**src/rtl/osd_stream_arbiter.sv**
```systemverilog
// osd_stream_arbiter
// Two-source Avalon-ST video arbiter feeding one OSD video path. A source owns
// the output for a whole frame: any control/user packets plus the closing
// video-data packet. Ownership changes only on a frame boundary. While idle,
// stray mid-packet beats are consumed and flagged. Completed frames are
// counted per source.
//
// state  | meaning
// -------+--------------------------------------------------------------
// IDLE   | no owner; arbitrate SOP requests, swallow stray non-SOP beats
// GRANT0 | port 0 owns dout until an accepted video-packet EOP
// GRANT1 | port 1 owns dout until an accepted video-packet EOP
module osd_stream_arbiter #(
  parameter int DATA_WIDTH = 8,
  parameter bit RR_EN      = 1'b1
) (
  input  logic                  clk,
  input  logic                  rst,

  input  logic [DATA_WIDTH-1:0] din0_data,
  input  logic                  din0_valid,
  input  logic                  din0_startofpacket,
  input  logic                  din0_endofpacket,
  output logic                  din0_ready,

  input  logic [DATA_WIDTH-1:0] din1_data,
  input  logic                  din1_valid,
  input  logic                  din1_startofpacket,
  input  logic                  din1_endofpacket,
  output logic                  din1_ready,

  output logic [DATA_WIDTH-1:0] dout_data,
  output logic                  dout_valid,
  output logic                  dout_startofpacket,
  output logic                  dout_endofpacket,
  input  logic                  dout_ready,

  output logic [1:0]            grant,
  output logic [15:0]           frame_cnt0,
  output logic [15:0]           frame_cnt1,
  output logic                  drop_flag
);

  typedef enum logic [1:0] {
    S_IDLE   = 2'd0,
    S_GRANT0 = 2'd1,
    S_GRANT1 = 2'd2
  } state_t;

  state_t state;
  state_t state_nxt;

  // last_grant holds the port index of the most recent grant; it resets to 1
  // so that port 0 wins the first contention under round-robin.
  logic last_grant;
  logic last_grant_nxt;

  // Type of the packet currently passing through (1 = video data).
  logic is_video;

  logic [15:0] cnt0_q;
  logic [15:0] cnt1_q;
  logic        drop_q;

  logic req0;
  logic req1;

  logic [DATA_WIDTH-1:0] sel_data;
  logic                  sel_valid;
  logic                  sel_sop;
  logic                  sel_eop;
  logic                  in_grant;
  logic                  accept;
  logic                  sop_is_video;
  logic                  frame_end;
  logic                  stray0;
  logic                  stray1;

  assign req0   = din0_valid & din0_startofpacket;
  assign req1   = din1_valid & din1_startofpacket;
  assign stray0 = din0_valid & ~din0_startofpacket;
  assign stray1 = din1_valid & ~din1_startofpacket;

  // Select the owning source's stream for type tracking and frame-end detection.
  always_comb begin
    sel_data  = '0;
    sel_valid = 1'b0;
    sel_sop   = 1'b0;
    sel_eop   = 1'b0;
    in_grant  = 1'b0;
    case (state)
      S_GRANT0: begin
        sel_data  = din0_data;
        sel_valid = din0_valid;
        sel_sop   = din0_startofpacket;
        sel_eop   = din0_endofpacket;
        in_grant  = 1'b1;
      end
      S_GRANT1: begin
        sel_data  = din1_data;
        sel_valid = din1_valid;
        sel_sop   = din1_startofpacket;
        sel_eop   = din1_endofpacket;
        in_grant  = 1'b1;
      end
      default: begin
        sel_data  = '0;
        sel_valid = 1'b0;
        sel_sop   = 1'b0;
        sel_eop   = 1'b0;
        in_grant  = 1'b0;
      end
    endcase
  end

  // A single-beat packet (SOP and EOP together) is judged by its own type,
  // since the latched flag still describes the previous packet.
  assign accept       = in_grant & sel_valid & dout_ready;
  assign sop_is_video = (sel_data[3:0] == 4'h0);
  assign frame_end    = accept & sel_eop & (sel_sop ? sop_is_video : is_video);

  // Next-state logic: arbitrate in IDLE, release only on a video frame end.
  always_comb begin
    state_nxt      = state;
    last_grant_nxt = last_grant;
    case (state)
      S_IDLE: begin
        if (req0 && req1) begin
          if (RR_EN && (last_grant == 1'b0)) begin
            state_nxt      = S_GRANT1;
            last_grant_nxt = 1'b1;
          end else begin
            state_nxt      = S_GRANT0;
            last_grant_nxt = 1'b0;
          end
        end else if (req0) begin
          state_nxt      = S_GRANT0;
          last_grant_nxt = 1'b0;
        end else if (req1) begin
          state_nxt      = S_GRANT1;
          last_grant_nxt = 1'b1;
        end
      end
      S_GRANT0: begin
        if (frame_end) state_nxt = S_IDLE;
      end
      S_GRANT1: begin
        if (frame_end) state_nxt = S_IDLE;
      end
      default: begin
        state_nxt = S_IDLE;
      end
    endcase
  end

  // Outputs: zero-latency pass-through of the owner, resync readiness in IDLE.
  always_comb begin
    dout_data          = '0;
    dout_valid         = 1'b0;
    dout_startofpacket = 1'b0;
    dout_endofpacket   = 1'b0;
    din0_ready         = 1'b0;
    din1_ready         = 1'b0;
    grant              = 2'b00;
    case (state)
      S_IDLE: begin
        din0_ready = stray0;
        din1_ready = stray1;
      end
      S_GRANT0: begin
        dout_data          = din0_data;
        dout_valid         = din0_valid;
        dout_startofpacket = din0_startofpacket;
        dout_endofpacket   = din0_endofpacket;
        din0_ready         = dout_ready;
        grant              = 2'b01;
      end
      S_GRANT1: begin
        dout_data          = din1_data;
        dout_valid         = din1_valid;
        dout_startofpacket = din1_startofpacket;
        dout_endofpacket   = din1_endofpacket;
        din1_ready         = dout_ready;
        grant              = 2'b10;
      end
      default: begin
        grant = 2'b00;
      end
    endcase
  end

  // State register and round-robin history.
  always_ff @(posedge clk) begin
    if (rst) begin
      state      <= S_IDLE;
      last_grant <= 1'b1;
    end else begin
      state      <= state_nxt;
      last_grant <= last_grant_nxt;
    end
  end

  // Latch packet type on every accepted SOP; a new SOP simply restarts tracking.
  always_ff @(posedge clk) begin
    if (rst) begin
      is_video <= 1'b0;
    end else if (accept && sel_sop) begin
      is_video <= sop_is_video;
    end
  end

  // Per-source completed-frame counters, free-running wrap.
  always_ff @(posedge clk) begin
    if (rst) begin
      cnt0_q <= '0;
      cnt1_q <= '0;
    end else if (frame_end) begin
      if (state == S_GRANT0) cnt0_q <= cnt0_q + 16'd1;
      if (state == S_GRANT1) cnt1_q <= cnt1_q + 16'd1;
    end
  end

  // Sticky flag: any non-SOP beat swallowed while no source owns the output.
  always_ff @(posedge clk) begin
    if (rst) begin
      drop_q <= 1'b0;
    end else if ((state == S_IDLE) && (stray0 || stray1)) begin
      drop_q <= 1'b1;
    end
  end

  assign frame_cnt0 = cnt0_q;
  assign frame_cnt1 = cnt1_q;
  assign drop_flag  = drop_q;

endmodule
```
**config.mk**
```make
export PLATFORM = sky130hd
export DESIGN_NAME = osd_stream_arbiter
export DESIGN_NICKNAME = d
export VERILOG_FILES = /design/src/rtl/osd_stream_arbiter.sv
export SDC_FILE = /design/constraint.sdc
export NUM_CORES = 1
export LEC_CHECK = 0
export CAP_MARGIN = 15
export CORE_UTILIZATION = 46
export DETAILED_ROUTE_END_ITERATION = 6
export PLACE_DENSITY = 0.8
export SLEW_MARGIN = 5
export SYNTH_ARGS = -nofsm -noshare
export SYNTH_HDL_FRONTEND = slang
export SYNTH_SLANG_ARGS = --single-unit
```
**constraint.sdc**
```tcl
create_clock -name clk -period 2.99 [get_ports clk]
set_input_delay 0.4485 -clock clk [delete_from_list [all_inputs] [get_ports clk]]
set_output_delay 0.4485 -clock clk [all_outputs]
set_load 0.02 [all_outputs]
```
Yosys cells after proc, flatten, opt, wreduce, memory -nomap -nowiden. Index checks and enable logic that the tools add are counted.

Word-level logic and storage cells: 53. Register bits: 37.

Bitwise operators: 10. Reduce and logical (&&, ||, !) cells: 12. Muxes and demuxes: 19. Add/sub/neg operators: 2. Eq/ne operators: 4.

Operators by type and width (count): $add 16x1->16 const B (2); $pmux 8 s2 (1); $mux 2 (5); $pmux 1 s2 (5); $and 1x1->1 (8); $pmux 2 s2 (2); $reduce_and 2->1 (4); $mux 1 (6); $logic_not 4->1 (1); $ne 4x4->1 const B (1); $logic_and 1x1->1 (3); $reduce_bool 3->1 (1); $eq 2x1->1 const B (1); $eq 2x2->1 const B (1); $logic_not 2->1 (1); $ne 2x1->1 const B (1); $not 1->1 (2); $reduce_or 2->1 (1); $logic_or 1x1->1 (1).

Longest topological paths before layout.
Word-level depth: 9. Gate-level depth with buffers: 10. Gate-level depth less buffers: 7.

Worst setup path after synthesis. No wires, ideal clock.

Kind: reg-to-reg. Start: register state[1]. End: register cnt1_q[15], in the netlist frame_cnt1[15]. Path slack: 0.674 ns. Stages on the path, launching flop included: 11. Buffers on the path: 3. Setup time: 0.135 ns. Arrival: 2.181 ns. Data required time: 2.855 ns. Path through: dfxtp_1 inv_1 ha_1 buf_4 a22oi_1 a211oi_2 or3_4 buf_6 buf_2 o311ai_0 o41ai_1.

Longest elaborated chain between the ends: 8.

Ends and longest elaborated chain: start: declaration (RTL line 50) `state_t state;`; start signal: assignment (RTL line 198) `state <= state_nxt;`; $eq 2x1->1 or $eq 2x2->1 (tied branches) (RTL line 91, 219); $reduce_or 2->1 (no source line); $mux 1 (RTL line 91) `case (state)`; $and 1x1->1 (2 in series) (RTL line 118) `assign accept = in_grant & sel_valid & dout_ready;`; $and 1x1->1 (2 in series) (RTL line 120) `assign frame_end = accept & sel_eop & (sel_sop ? sop_is_video : is_video);`; $reduce_and 2->1 (no source line) (*); end signal: assignment (RTL line 219) `if (state == S_GRANT1) cnt1_q <= cnt1_q + 16'd1;`; end: declaration (RTL line 62) `logic [15:0] cnt1_q;`.

Every way passes the cells marked *; elsewhere a longest branch is shown, timed or not. A chain may end at the register's enable or synchronous reset.

Worst setup path after layout.
Start: register state[0]. End: output port dout_data[0].

Longest elaborated chain between the ends: 2.

Ends and longest elaborated chain: $eq 2x2->1 or $eq 2x1->1 (tied branches) (RTL line 165) `case (state)`; $pmux 8 s2 (*) (RTL line 165); end: declaration (RTL line 32) `output logic [DATA_WIDTH-1:0] dout_data,`.

Marks and branches as above.

==> out/metrics.yaml <==
die:
  ioPinCount: 73
  floorplan.die_area_um2: 5030
  fp.dieW_um: 70.9
  die_h_um: 70.9
  standard_cell_rows: 24
  floorplan.initialDensity_pct: 48.9
  core_um2: 4470
worst_setup_path:
  critical_path_class: "flop to primary output"
  ff2ff_path_depth: 7
  cp-startpoint: "state[0]$_SDFFE_PP0P_"
  worst_r2r_endpoint: "frame_cnt0[5]$_SDFFE_PP0P_"
  startpoint_type_of_the_worst_setup_path: "flop"
  cp-endpoint: "dout_data[0]"
  regToRegSetupSlack_ns: 0.27
  rr_startpoint: "state[0]$_SDFFE_PP0P_"
  data_arrival_time_of_the_critical_path_ns: 2.31
  worstPathRequired_ns: 2.54
  worstPathMaxFanout: 11
  crit_path_end_kind: "primary output"
global_route:
  grt_first_pass_wirelength_mm: 9.49
  global_route.overflow_total: 0
  globalRoute.busiestLayer: "met2"
  met1_usage_pct: 30.4
  met2_usage_pct: 38.7
  global_route.usage.total_pct: 23.2
  number_of_antenna_violations_at_the_first_check_in_global_routing: 0
  grt_pass1_vias: 2055
  grt_start_max_net_pins: 40
  grtUsageMet3_pct: 4.99
cells_and_area:
  final_net_count: 363
  post_route_cells_drive_above_1_share_pct: 8.73
  area_growth_synth_to_finish_pct: 39.8
  insertedDiodeCount: 0
  finalCoreUtilization_pct: 68.3
place:
  hpwl_mm: 4.14
  place.gp.congestion: 0.783
  placement.io_buffers: 72
cts:
  cts.path.max_buffers: 2
  cts_inserted_buffers: 5
  cts-root-buf: "clkbuf_8"
  number_of_hold_repair_buffers_added_at_the_cts_stage: 0
  post-cts-setup-buffers: 0
  post_cts.resized_instances: 0
  clk_transition_reported_paths_ns: 0.07
  worst_skew_pair.late_latency_ns: 0.29
  clkSinkCount: 37
  h-tree-depth: 2
  tritoncts: "built"
synth:
  synth.ff_latch_count: 37
  ys_seq_area_share_pct: 33.9
  synth.lib_cells_used.distinct: 49
  synth_edf_count: 0
  most_instantiated_flip_flop_cell_in_the_synthesis_netlist: "dfxtp_1"
  synth_area_um2: 2190
  synth_nets: 288
  syn_area_per_cell_um2: 8.54
  asyncSetResetFlopFracSynth_pct: 0
  yosysWarnings: 0
  synthCells: 256
drt:
  drt_iter0_markers: 134
  ant_nets: 0
  post_drt_wl_per_cell_um: 14.9
  drc_errors: 16
  dr.pass1.iters: 7
  vias: 2297
  post_drt_via_cell_ratio: 5.98
  detail_route.wirelength_mm: 5.74
sta:
  totalNegativeSetupSlack_ns: 0
  max_freq_mhz: 362
  setup_viol: 0
  timing_max_transition_violations_final: 0
  max_slew.worst_pin.slew_ns: 0.764
  final_period_minus_worst_setup_slack_ns: 2.76
  number_of_failing_hold_endpoints_at_the_final_stage: 0
  finClkSkew_ns: 0.00442
  tightest_slew_margin_relative_to_the_limit_pct: 48.9
  layout_worst_path_cycle_share_pct: 92.3
  rsz0062_at_grt: "false"
pwr:
  power.static_leakage_nw: 0.978
  ir_drop_uv: 295
  power.density_cell_area_nw_per_um2: 340
status:
  run_status: "complete, but fails checks"
  failed_checks: "DRC"
worst_hold_path:
  hold_depth: 2
  min-delay-path-class: "flop to flop"
  hp-start: "drop_flag$_SDFFE_PP0P_"
run:
  drv.max_cap_violation_count: 0
## where the power goes
group	internal, W	switching (W)	leakage [nW]	total (W)
combinational	0.0000924	0.000103	0.634	0.000196
clock	0.000162	0.000180	0.0450	0.000341
sequential	0.000498	0.00000409	0.299	0.000502
total	0.000752	0.000287	0.978	0.00104
## sequential cells by signal (all words and copies together) (netlist names)
| signal | flops |
|---|---|
| drop_flag | 1 |
| frame_cnt0 | 16 |
| frame_cnt1 | 16 |
| is_video | 1 |
| last_grant | 1 |
| state | 2 |
## layer usage
layer / vias to the layer above / routed length, µm
met2: 84 / 2640
met4: 0 / 72
met1: 1062 / 2590
met5: - / 0
met3: 7 / 426
li1: 1144 / -
## worst min path at each step
stage | end | slack [ns]
floorplan | last_grant$_SDFFE_PP1P_ | 0.52
global placement | drop_flag$_SDFFE_PP0P_ | 0.45
detailed placement | drop_flag$_SDFFE_PP0P_ | 0.44
CTS | drop_flag$_SDFFE_PP0P_ | 0.45
global route | drop_flag$_SDFFE_PP0P_ | 0.47
finish | drop_flag$_SDFFE_PP0P_ | 0.45
## final cells by class
| type | count | area (µm²) |
|---|---|---|
| Clock buffer | 6 | 72.6 |
| Clock inverter | 2 | 10.0 |
| Fill cell | 396 | 1420 |
| Inverter | 10 | 37.5 |
| Multi-Input combinational cell | 194 | 1330 |
| Sequential cell | 37 | 741 |
| Tap cell | 52 | 65.1 |
| Timing Repair Buffer | 83 | 803 |
## cell families after synthesis
family	share of synthesized area, %
DFF	33.9
adders and majority gates	4.01
buffers and inverters	5.44
and+or+nand+nor	25.5
AOI/OAI and AO/OA	27.4
muxes	0.916
xor gates and xnor gates	2.80
## cells in the final DEF, fill, tap and decap left out, types with 10 or more instances in the layout
cell	n
nand2_1	15
buf_4	11
clkdlybuf4s50_1	72
a21oi_1	24
nor2_1	22
dfxtp_1	37
o31ai_1	14
or4_1	13
inv_1	10
nand3_1	12
a22oi_1	10
## cell usage after synthesis (2+ instances only)
master,number,area (µm²)
a2111oi_0,2,17.5
a21o_1,2,15.0
a21oi_1,24,120
a22o_1,3,26.3
a22oi_1,10,75.1
and2_1,3,18.8
and3_1,3,18.8
and4_1,3,26.3
buf_2,2,10.0
buf_4,2,15.0
buf_6,2,22.5
clkbuf_1,9,33.8
dfxtp_1,37,741
ha_1,7,87.6
inv_1,10,37.5
mux2i_1,2,20.0
nand2_1,15,56.3
nand3_1,12,60.1
nand3b_1,2,15.0
nand4_1,7,43.8
nand4b_1,2,17.5
nor2_1,22,82.6
nor2b_1,2,12.5
nor4_1,6,37.5
o21ai_0,2,10.0
o311ai_0,3,26.3
o31ai_1,14,105
o32ai_1,2,17.5
o41ai_1,6,52.6
o41ai_2,2,32.5
or2_2,2,12.5
or4_1,13,97.6
xnor2_1,7,61.3
## critical path: stages, from the launching register on
cell	delay, ns
dfxtp_1	0.33
inv_1	0.13
ha_1	0.43
buf_4	0.26
a22oi_1	0.10
nor2_1	0.14
clkdlybuf4s50_1	0.63
## metrics by stage
| stage | instances | area, µm² | hold slack (ns) | power (W) | setup slack (ns) |
|---|---|---|---|---|---|
| finish | 384 | 3060 | 0.445 | 0.00104 | 0.231 |
| detailed placement | 376 | 2970 | 0.438 | 0.000709 | 0.115 |
| CTS | 384 | 3060 | 0.447 | 0.00105 | 0.209 |
| global route | 384 | 3060 | 0.470 | 0.00108 | 0.0648 |
| floorplan | 256 | 2190 | 0.515 | 0.000617 | 0.674 |
| global placement | 376 | 2970 | 0.451 | 0.000707 | 0.199 |
Note: power is estimated with default switching activity, not from simulation.
